File: config.mk
export PLATFORM = sky130hd
export DESIGN_NAME = gray_counter_enc
export DESIGN_NICKNAME = d
export VERILOG_FILES = /design/src/rtl/gray_counter_enc.sv
export SDC_FILE = /design/constraint.sdc
export NUM_CORES = 1
export LEC_CHECK = 0
export ABC_CLOCK_PERIOD_IN_PS = 2400
export BUFFER_PORTS_ARGS = -buffer_cell sky130_fd_sc_hd__buf_4
export CORE_AREA = 2 2 39 41
export DETAILED_ROUTE_END_ITERATION = 10
export DIE_AREA = 0 0 41 43
export PLACE_DENSITY = 0.71
export SLEW_MARGIN = 20
export SYNTH_ARGS = -nofsm -noshare
export SYNTH_HDL_FRONTEND = slang
export SYNTH_SLANG_ARGS = --single-unit
File: constraint.sdc
create_clock -name clk -period 2.4 [get_ports clk]
set_input_delay 0.24 -clock clk [delete_from_list [all_inputs] [get_ports clk]]
set_output_delay 0.24 -clock clk [all_outputs]
set_load 0.01 [all_outputs]
File: src/rtl/gray_counter_enc.sv
// Up/down binary counter with a registered Gray-code image of the count.
// Both encodings and the wrap flag are registered on the same edge, so they never skew.
module gray_counter_enc #(
  parameter int N = 4
) (
  input  logic         clk,
  input  logic         rst,
  input  logic         en,
  input  logic         up,
  input  logic         load,
  input  logic [N-1:0] load_val,
  output logic [N-1:0] bin_out,
  output logic [N-1:0] gray_out,
  output logic         wrap
);

  localparam logic [N-1:0] ALL_ONES = {N{1'b1}};
  localparam logic [N-1:0] ONE      = {{(N-1){1'b0}}, 1'b1};

  logic [N-1:0] bin_reg, bin_next;
  logic [N-1:0] gray_reg, gray_next;
  logic         wrap_reg, wrap_next;

  always_comb begin
    bin_next  = bin_reg;
    wrap_next = 1'b0;
    if (load) begin
      bin_next = load_val;
    end else if (en) begin
      if (up) begin
        bin_next  = bin_reg + ONE;
        wrap_next = (bin_reg == ALL_ONES);
      end else begin
        bin_next  = bin_reg - ONE;
        wrap_next = (bin_reg == '0);
      end
    end
  end

  // Gray is formed from the next binary value, not the registered one, to avoid a cycle of lag.
  genvar gi;
  generate
    for (gi = 0; gi < N - 1; gi++) begin : g_gray
      assign gray_next[gi] = bin_next[gi] ^ bin_next[gi+1];
    end
  endgenerate
  assign gray_next[N-1] = bin_next[N-1];

  always_ff @(posedge clk) begin
    if (rst) begin
      bin_reg  <= '0;
      gray_reg <= '0;
      wrap_reg <= 1'b0;
    end else begin
      bin_reg  <= bin_next;
      gray_reg <= gray_next;
      wrap_reg <= wrap_next;
    end
  end

  assign bin_out  = bin_reg;
  assign gray_out = gray_reg;
  assign wrap     = wrap_reg;

endmodule

## After elaboration in Yosys (flattened, before gate mapping)

Cells that the tools add are included.

| storage, ports and cells | value |
|---|---|
| flip-flop bits (word level) | 9 |
| input bits | 9 |
| output and inout bits | 9 |
| word-level logic and storage cells | 16 |

| cells by class | value |
|---|---|
| add/subtract/negate cells | 2 |
| equal/unequal tests | 1 |
| mux-type cells | 4 |
| bitwise gates (word level) | 4 |
| reduce and logical (&&, ||, !) cells | 2 |

Operators by type and width:

| operator | count |
|---|---|
| $mux W4 | 3 |
| $add A4 B1 Y4 const B | 1 |
| $eq A4 B4 Y1 const B | 1 |
| $logic_not A4 Y1 | 1 |
| $sub A4 B1 Y4 const B | 1 |
| $reduce_or A3 Y1 | 1 |
| $xor A1 B1 Y1 | 3 |
| $mux W1 | 1 |
| $not A1 Y1 | 1 |

## Longest topological paths before layout

Gate-level depths: netlist of the first run.

| logic depth | value |
|---|---|
| word-level depth | 5 |
| gate-level depth with buffers | 6 |

## Worst setup path after synthesis of the first run

No wires, ideal clock.

| timing path | value |
|---|---|
| path kind | register to register |
| start | register bin_reg[0] (netlist: bin_out[0]) |
| end | register gray_reg[1] (netlist: gray_out[1]) |
| library setup time | 0.070 ns |
| data arrival time | 1.669 ns |
| required time | 2.330 ns |
| path slack | 0.661 ns |
| cell stages (with the launch flop) | 6 |
| period minus slack after synthesis | 1.739 ns |
| path through | dfxtp_1 -> fa_1 -> mux2_2 -> mux2i_1 -> o21ai_0 -> a21oi_1 |

| between the ends | value |
|---|---|
| word-level cells in the longest chain between the ends | 5 |
| elaborated cells on any way between the ends | 6 |
| classes of those cells | 2 x add/sub; 3 x mux; 1 x bitwise |

Ends and longest elaborated chain:

| item | line | text |
|---|---|---|
| start, declared | 20 | `logic [N-1:0] bin_reg, bin_next;` |
| start signal, assigned | 55 | `bin_reg <= bin_next;` |
| $sub A4 B1 Y4 or $add A4 B1 Y4 (tied branches) | 34, 31 |  |
| $mux W4 (*) | 30 | `if (up) begin` |
| $mux W4 (*) | 29 | `end else if (en) begin` |
| $mux W4 (*) | 27 | `if (load) begin` |
| $xor A1 B1 Y1 (*) | 44 | `assign gray_next[gi] = bin_next[gi] ^ bin_next[gi+1];` |
| end signal, assigned | 56 | `gray_reg <= gray_next;` |
| end, declared | 21 | `logic [N-1:0] gray_reg, gray_next;` |

Mark *: on every way between the ends. The rest lies on a longest branch, timed or not.
A chain may end at the register's enable or synchronous reset.

## Worst setup path in the final report of the first run

Ends and elaborated chain as after synthesis.

==> results.txt, run 1 <==
status - finished clean
crit end category - flop
max-slew violations - 0
detailed placement HPWL - 715 µm
Tcrit/Tclk final - 0.754
Root Buffer - clkbuf_4
PortBufs - 17
worst min-delay path class - in -> reg
#FFs+latches synth - 8
fmax - 552 MHz
top-area cell type share of the netlist area - 0.327
largest cells by area after synthesis - dfxtp_1, mux2i_1, ha_1
ANT cells - 0
TritonCTS clock tree - built
worst vdd ir - 0.000383 V
routed wl met3 - 86 µm
final worst setup slack - 0.590 ns
Final ANT Viol Nets - 0
clock buffer count from CTS - 3
dominant cell type by area after synthesis - dfxtp_1
max cap viols - 0
Fin. Hold Viols - 0
I/O pin cnt - 18
die area - 0.00176 mm²
Lkg Pwr - 0.308 nW
Top Layer Used - met3
clk sinks - 8
CTS resizes - 0
ys async rst share - 0
PwrDens - 573 mW/mm²
YS warnings - 0
chip height - 43 µm
clk_lat worst skew - 0.25 ns
fin util - 0.462
Clock Skew - 0.00628 ns
Area Growth Syn to Fin - 30.7%
setup bufs post-CTS - 0
Critical Path RT - 2.58 ns
register area share after synthesis - 0.327
worst-path fanout max - 7
GR Overflow Total - 0
fin crit period - 1.81 ns
top_reg_cell synth - dfxtp_1
Critical Path Start Type - flop
GRT Util Overall - 0.127
setup tns final - 0 ns
Worst EP arrival - 1.99 ns
synth cell count leaders - dfxtp_1, nor2_1, a21oi_1, inv_1, mux2i_1
Max transition margin - 0.749
M1 wire length - 413 µm
Initial Util - 0.354
initial antenna violation count - 0
initial DRC count - 14
DRT Pass-1 Iters - 5
Final Power - 366 µW
Post-synth EDFFs - 0
setup repair after global routing missed its margin - false
vias in the first global route - 376
Crit Path Class - reg -> reg
clock slew at reported path FFs - 0.05 ns
WL met2 - 416 µm
first-pass GRT wire length - 1.52 mm
post-layout net count - 84
share of cells above drive strength 1 - 0.314
largest net degree at the start of global routing - 12
routed vias - 444
max reg flops - 4
routability cong. - 0.766
hold buffer count at cts - 0
post-synth cell types - 31
vias per cell - 5.16
num rows - 14
Synth Instances - 53
Total Wirelength - 916 µm
Avg Cell Area, Syn - 9.23 µm²
Cell Area, Synth - 489 µm²
CORE AREA - 0.00138 mm²
htree depth - 1
deepest clock path buffer count - 2
Die W - 41 µm
pre-CTS setup slack - 0.552 ns
final count of negative-setup-slack endpoints - 0
WL/cell - 10.7 µm
Mapped Nets - 65
DRC - 0
count leader, synth - dfxtp_1
slew of the pin with the lowest slew margin - 0.375 ns
power by group:
part | switching (mW) | leakage, nW | internal [mW]
sequential | 0.0127 | 0.0663 | 0.147
combinational | 0.0483 | 0.228 | 0.0585
clock | 0.0430 | 0.0138 | 0.0570
path summary, 6_finish.rpt:
| kind | startpoint | end | cells after the start | slack [ns] |
|---|---|---|---|---|
| worst max-delay path | bin_out[0] | gray_out[1] | 5 | 0.59 |
| worst min-delay path | rst | bin_out[3] | 2 | 0.20 |
| worst max register to register | bin_out[0] | gray_out[1] | 5 | 0.59 |
| worst min register to register | bin_out[2] | wrap | 4 | 0.69 |
metal layers:
layer | vias up | GRT usage
met1 | 195 | 0.174
met4 | 0 | 0.0400
met2 | 19 | 0.163
met5 | - | 0
li1 | 230 | -
met3 | 0 | 0.0785
metrics by stage:
step                      area, µm²  std cells  hold slack, ns
after floorplan                 489         53           0.309
after global placement          617         83           0.468
after detailed placement        617         83           0.468
after CTS                       639         86           0.196
after global routing            639         86           0.202
final                           639         86           0.204
area by class of cell:
type	count	area, µm²
Clock buffer	3	22.5
Fill cell	137	744
Inverter	3	11.3
Multi-Input combinational cell	39	298
Sequential cell	8	160
Tap cell	16	20.0
Timing Repair Buffer	17	128
placed cells by master (no fill, tap or decap):
cell type,n
mux2_2,1
buf_4,17
dfxtp_1,8
nand4_1,1
or4b_1,1
a21oi_1,3
ha_1,2
mux2i_1,3
xor2_1,1
o21ai_0,1
o21bai_1,1
clkbuf_4,3
a22oi_1,1
a221o_1,1
nand3_1,1
nand3_2,1
or3_1,2
nor4bb_1,1
a21o_1,1
o2bb2ai_1,1
inv_1,3
fa_1,1
nor4b_1,1
a211oi_1,1
nor3b_1,1
nor4_1,1
a31oi_1,1
xnor2_1,2
nand3b_1,1
nor2_1,6
nand2_1,1
worst max-delay path, stage by stage, from the launching register on:
cell,delay (ns)
dfxtp_1,0.47
fa_1,0.46
mux2_2,0.27
mux2i_1,0.27
o21ai_0,0.14
a21oi_1,0.15
cells by family after synthesis:
family	synth area share
compound gates	0.153
xor+xnor	0.0537
fa+ha+maj	0.0921
buf+inv	0.0639
flops	0.327
mux	0.0844
simple gates	0.225
No activity file was read; power rests on OpenSTA's default activity.
==> run 2, diff against run 1 <==
--- a/config.mk
+++ b/config.mk
@@ -5,7 +5,7 @@
 export SDC_FILE = /design/constraint.sdc
 export NUM_CORES = 1
 export LEC_CHECK = 0
-export ABC_CLOCK_PERIOD_IN_PS = 2400
+export ABC_CLOCK_PERIOD_IN_PS = 1700
 export BUFFER_PORTS_ARGS = -buffer_cell sky130_fd_sc_hd__buf_4
 export CORE_AREA = 2 2 39 41
 export DETAILED_ROUTE_END_ITERATION = 10
==> constraint.sdc (replaced) <==
create_clock -name clk -period 1.7 [get_ports clk]
set_input_delay 0.17 -clock clk [delete_from_list [all_inputs] [get_ports clk]]
set_output_delay 0.17 -clock clk [all_outputs]
set_load 0.01 [all_outputs]
==> results.txt, run 2 (synthesized netlist as in run 1, its figures left out) <==
max-slew violations - 0
final count of negative-setup-slack endpoints - 0
crit end category - flop
WL/cell - 12.1 µm
clk_lat worst skew - 0.26 ns
routed vias - 490
Final Power - 574 µW
clock slew at reported path FFs - 0.05 ns
vias in the first global route - 424
most common cell after layout, fill and taps aside - buf_4
switch share - 0.300
Crit Path Class - reg -> reg
worst vdd ir - 0.000538 V
chip height - 43 µm
TritonCTS clock tree - built
Clk pwr share - 0.262
Lkg Pwr - 0.350 nW
max cap viols - 0
fmax - 614 MHz
clk sinks - 8
GRT Util Overall - 0.150
setup repair after global routing missed its margin - false
PwrDens - 785 mW/mm²
GR Overflow Total - 0
Critical Path RT - 1.90 ns
Area Growth Syn to Fin - 49.4%
I/O pin cnt - 18
Internal - 402 µW
routability cong. - 0.729
slew of the pin with the lowest slew margin - 0.268 ns
status - finished clean
detailed placement HPWL - 866 µm
worst-path fanout max - 4
Logic pwr share - 0.361
Max transition margin - 0.821
largest net degree at the start of global routing - 12
DRC - 0
switching power - 172 µW
worst min-delay path class - in -> reg
deepest clock path buffer count - 2
Tcrit/Tclk final - 0.957
ANT cells - 0
Fin. Hold Viols - 0
Total Wirelength - 1.13 mm
most frequent cells in the layout - buf_4, nor2_1, dfxtp_1
share of cells above drive strength 1 - 0.481
PortBufs - 17
Clock Skew - 0.00381 ns
vias per cell - 5.27
max reg flops - 4
fin crit period - 1.63 ns
first-pass GRT wire length - 1.74 mm
Worst EP arrival - 1.82 ns
htree depth - 1
Root Buffer - clkbuf_4
Critical Path Start Type - flop
DRT Pass-1 Iters - 4
Die W - 41 µm
CORE AREA - 0.00138 mm²
Sequential Power Share - 0.377
Initial Util - 0.354
setup tns final - 0 ns
initial antenna violation count - 0
initial DRC count - 16
Final ANT Viol Nets - 0
num rows - 14
post-layout net count - 91
setup bufs post-CTS - 0
die area - 0.00176 mm²
clock buffer count from CTS - 3
## run 2: cell types whose count changed in the layout (fill, tap and decap cells not counted), sizes merged
cell	previous run	this run
buf	17	24
## run 2: repair_timing
item                       in CTS  in global routing
resized for setup               1                  7
hold buffers                    0                  0
setup endpoints to repair       1                  2
pin swaps                       0                  5
hold endpoints to repair        0                  0
## run 2: through the flow
step	setup WS [ns]	util	cell area (µm²)	hold slack, ns	instances
floorplan	0.0132	-	490	0.235	53
global placement	0.00902	0.490	678	0.394	91
detailed placement	-0.0570	0.490	678	0.402	91
CTS	0.0306	0.509	704	0.134	94
global route	0.0146	0.528	731	0.131	93
finish	0.0723	0.528	731	0.127	93
## run 2: critical path, cell delays in order, from the launching register on
cell	delay [ns]
dfxtp_2	0.33
fa_2	0.53
mux2_2	0.17
mux2i_4	0.08
or3_4	0.33
a21oi_2	0.13
## run 2: worst paths after layout
check / start / to / slack (ns) / depth (start not counted)
max: bin_out[1] / gray_out[1] / 0.07 / 5
min reg2reg: bin_out[3] / bin_out[3] / 0.77 / 3
max reg2reg: bin_out[1] / gray_out[1] / 0.07 / 5
min: rst / gray_out[1] / 0.13 / 2
## run 2: final cells by class
| class | instances | area (µm²) |
|---|---|---|
| flip-flops and latches | 8 | 163 |
| well taps | 16 | 20.0 |
| fillers | 140 | 653 |
| repair buffers | 24 | 180 |
| clock buffers | 3 | 22.5 |
| inverters | 3 | 11.3 |
| multi-input cells | 39 | 334 |
## run 2: power by group through the flow
stage | registers (mW) | logic (mW) | clock network [mW]
5_1_grt | 0.219 | 0.227 | 0.166
6_report | 0.216 | 0.207 | 0.150
2_1_floorplan | 0.236 | 0.0876 | 0
4_1_cts | 0.216 | 0.192 | 0.152
3_3_place_gp | 0.219 | 0.184 | 0
3_5_place_dp | 0.220 | 0.188 | 0
## run 2: routing by layer
metal / track usage / vias up / share of wire / wire length [µm]
li1: - / 244 / - / -
met1: 0.188 / 229 / 0.42 / 478
met2: 0.219 / 15 / 0.51 / 578
met3: 0.0628 / 2 / 0.055 / 62
met4: 0.0600 / 0 / 0.0053 / 6
met5: 0 / - / 0 / 0
==> run 3, diff against run 2 <==
--- a/config.mk
+++ b/config.mk
@@ -5,12 +5,11 @@
 export SDC_FILE = /design/constraint.sdc
 export NUM_CORES = 1
 export LEC_CHECK = 0
-export ABC_CLOCK_PERIOD_IN_PS = 1700
+export ABC_CLOCK_PERIOD_IN_PS = 1600
 export BUFFER_PORTS_ARGS = -buffer_cell sky130_fd_sc_hd__buf_4
 export CORE_AREA = 2 2 39 41
 export DETAILED_ROUTE_END_ITERATION = 10
 export DIE_AREA = 0 0 41 43
-export PLACE_DENSITY = 0.71
 export SLEW_MARGIN = 20
 export SYNTH_ARGS = -nofsm -noshare
 export SYNTH_HDL_FRONTEND = slang
==> constraint.sdc (replaced) <==
create_clock -name clk -period 1.6 [get_ports clk]
set_input_delay 0.16 -clock clk [delete_from_list [all_inputs] [get_ports clk]]
set_output_delay 0.16 -clock clk [all_outputs]
set_load 0.01 [all_outputs]
==> results.txt, run 3 (synthesized netlist as in run 1, its figures left out) <==
M1 wire length - 480 µm
Max stage delay cell, worst path - fa_2
clk_lat worst skew - 0.25 ns
Worst Setup SP - bin_out[1]
Worst Reg2Reg Path Length in Cells - 5
Register-to-Register Setup Slack - -0.02 ns
ANT cells - 0
register area - 168 µm²
vias per cell - 5.12
DRT Pass-1 Iters - 3
most common cell after layout, fill and taps aside - buf_4
Clock Skew - 0.00499 ns
Top Layer Used - met3
status - finished with violations
worst flop-to-flop path endpoint - gray_out[1]
fmax - 617 MHz
GRT Util Overall - 0.161
most frequent cells in the layout - buf_4, nor2_1, dfxtp_1
PortBufs - 17
WL/cell - 11.7 µm
clk sinks - 8
Tcrit/Tclk final - 1.01
footprint of the multi-input gates - 354 µm²
worst min-delay path class - in -> reg
worst vdd ir - 0.000449 V
WL met2 - 596 µm
Worst Setup EP - gray_out[1]
chip height - 43 µm
setup tns final - -0.0199 ns
share of cells above drive strength 1 - 0.519
crit end category - flop
failing checks - negative setup slack
setup repair after global routing missed its margin - true
Critical Path Start Type - flop
deepest clock path buffer count - 2
Die W - 41 µm
fin crit period - 1.62 ns
Lkg Pwr - 0.371 nW
I/O pin cnt - 18
Crit Path Class - reg -> reg
routability cong. - 0.720
PwrDens - 811 mW/mm²
max reg flops - 4
first-pass GRT wire length - 1.92 mm
routed wl met3 - 56 µm
largest net degree at the start of global routing - 11
Area Growth Syn to Fin - 59.8%
die area - 0.00176 mm²
Initial Util - 0.354
WHS - 0.122 ns
worst-path fanout max - 4
DRC - 0
initial antenna violation count - 0
CORE AREA - 0.00138 mm²
highest cell delay on the worst timing path - 0.53 ns
clock buffer count from CTS - 3
final worst setup slack - -0.0199 ns
num rows - 14
post-layout net count - 94
Critical Path RT - 1.79 ns
clock slew at reported path FFs - 0.06 ns
hold buffer count at cts - 0
Root Buffer - clkbuf_4
Fin. Hold Viols - 0
slew of the pin with the lowest slew margin - 0.307 ns
detailed placement HPWL - 857 µm
htree depth - 1
max-slew violations - 0
vias in the first global route - 480
Fill cells - 127
final count of negative-setup-slack endpoints - 1
routed vias - 497
Final ANT Viol Nets - 0
initial DRC count - 2
GR Overflow Total - 0
Total Wirelength - 1.13 mm
CP Cell Sequence - fa_2 -> mux2_4 -> mux2i_4 -> or3_4 -> a21oi_2
TritonCTS clock tree - built
Max transition margin - 0.792
pre-CTS setup slack - -0.0700 ns
RR Startpoint - bin_out[1]
max cap viols - 0
Worst EP arrival - 1.81 ns
## run 3: worst min path at each step
stage	cells past startpoint	endpoint	slack, ns	start
2_1_floorplan	1	bin_out[0]	0.22	rst
3_3_place_gp	2	bin_out[0]	0.38	rst
3_5_place_dp	2	bin_out[0]	0.39	rst
4_1_cts	2	bin_out[0]	0.11	rst
5_1_grt	2	gray_out[1]	0.12	rst
6_report	2	gray_out[1]	0.12	rst
## run 3: stage by stage
step                total power, mW  utilization  cell area (µm²)  std cells
global route                  0.681        0.565              782         97
global placement              0.441        0.509              704         93
finish                        0.634        0.565              782         97
floorplan                     0.350            -              502         53
detailed placement            0.444        0.509              704         93
CTS                           0.619        0.534              739         97
## run 3: area by class of cell
type,instances,share of cell area
Inverter,3,0.0144
Timing Repair Buffer,27,0.259
Clock buffer,4,0.0336
Multi-Input combinational cell,39,0.453
Tap cell,16,0.0256
Sequential cell,8,0.214
## run 3: critical path, delay by kind of cell (launching register included)
family                   cells  cell delay (ns)
adder cells (fa/ha/maj)      1             0.53
AND/OR/NAND/NOR              1             0.33
flip-flops                   1             0.35
AO/OA/AOI/OAI                1             0.11
multiplexers                 2             0.23
## run 3: routing by layer
layer,up-vias,track usage
met2,12,0.256
met3,0,0.0785
li1,250,-
met1,235,0.195
met4,0,0.0200
met5,-,0
## run 3: power by group
| group | leakage [nW] | total (mW) | internal (mW) | switching [mW] |
|---|---|---|---|---|
| Sequential | 0.0675 | 0.229 | 0.220 | 0.00919 |
| Combinational | 0.288 | 0.238 | 0.134 | 0.104 |
| Clock | 0.0150 | 0.167 | 0.0956 | 0.0715 |
## run 3: timing repair
item                       4_1_cts  5_1_grt
setup endpoints to repair        3        3
resized for setup                1        9
pin swaps                        0        6
buffers inserted                 0        1
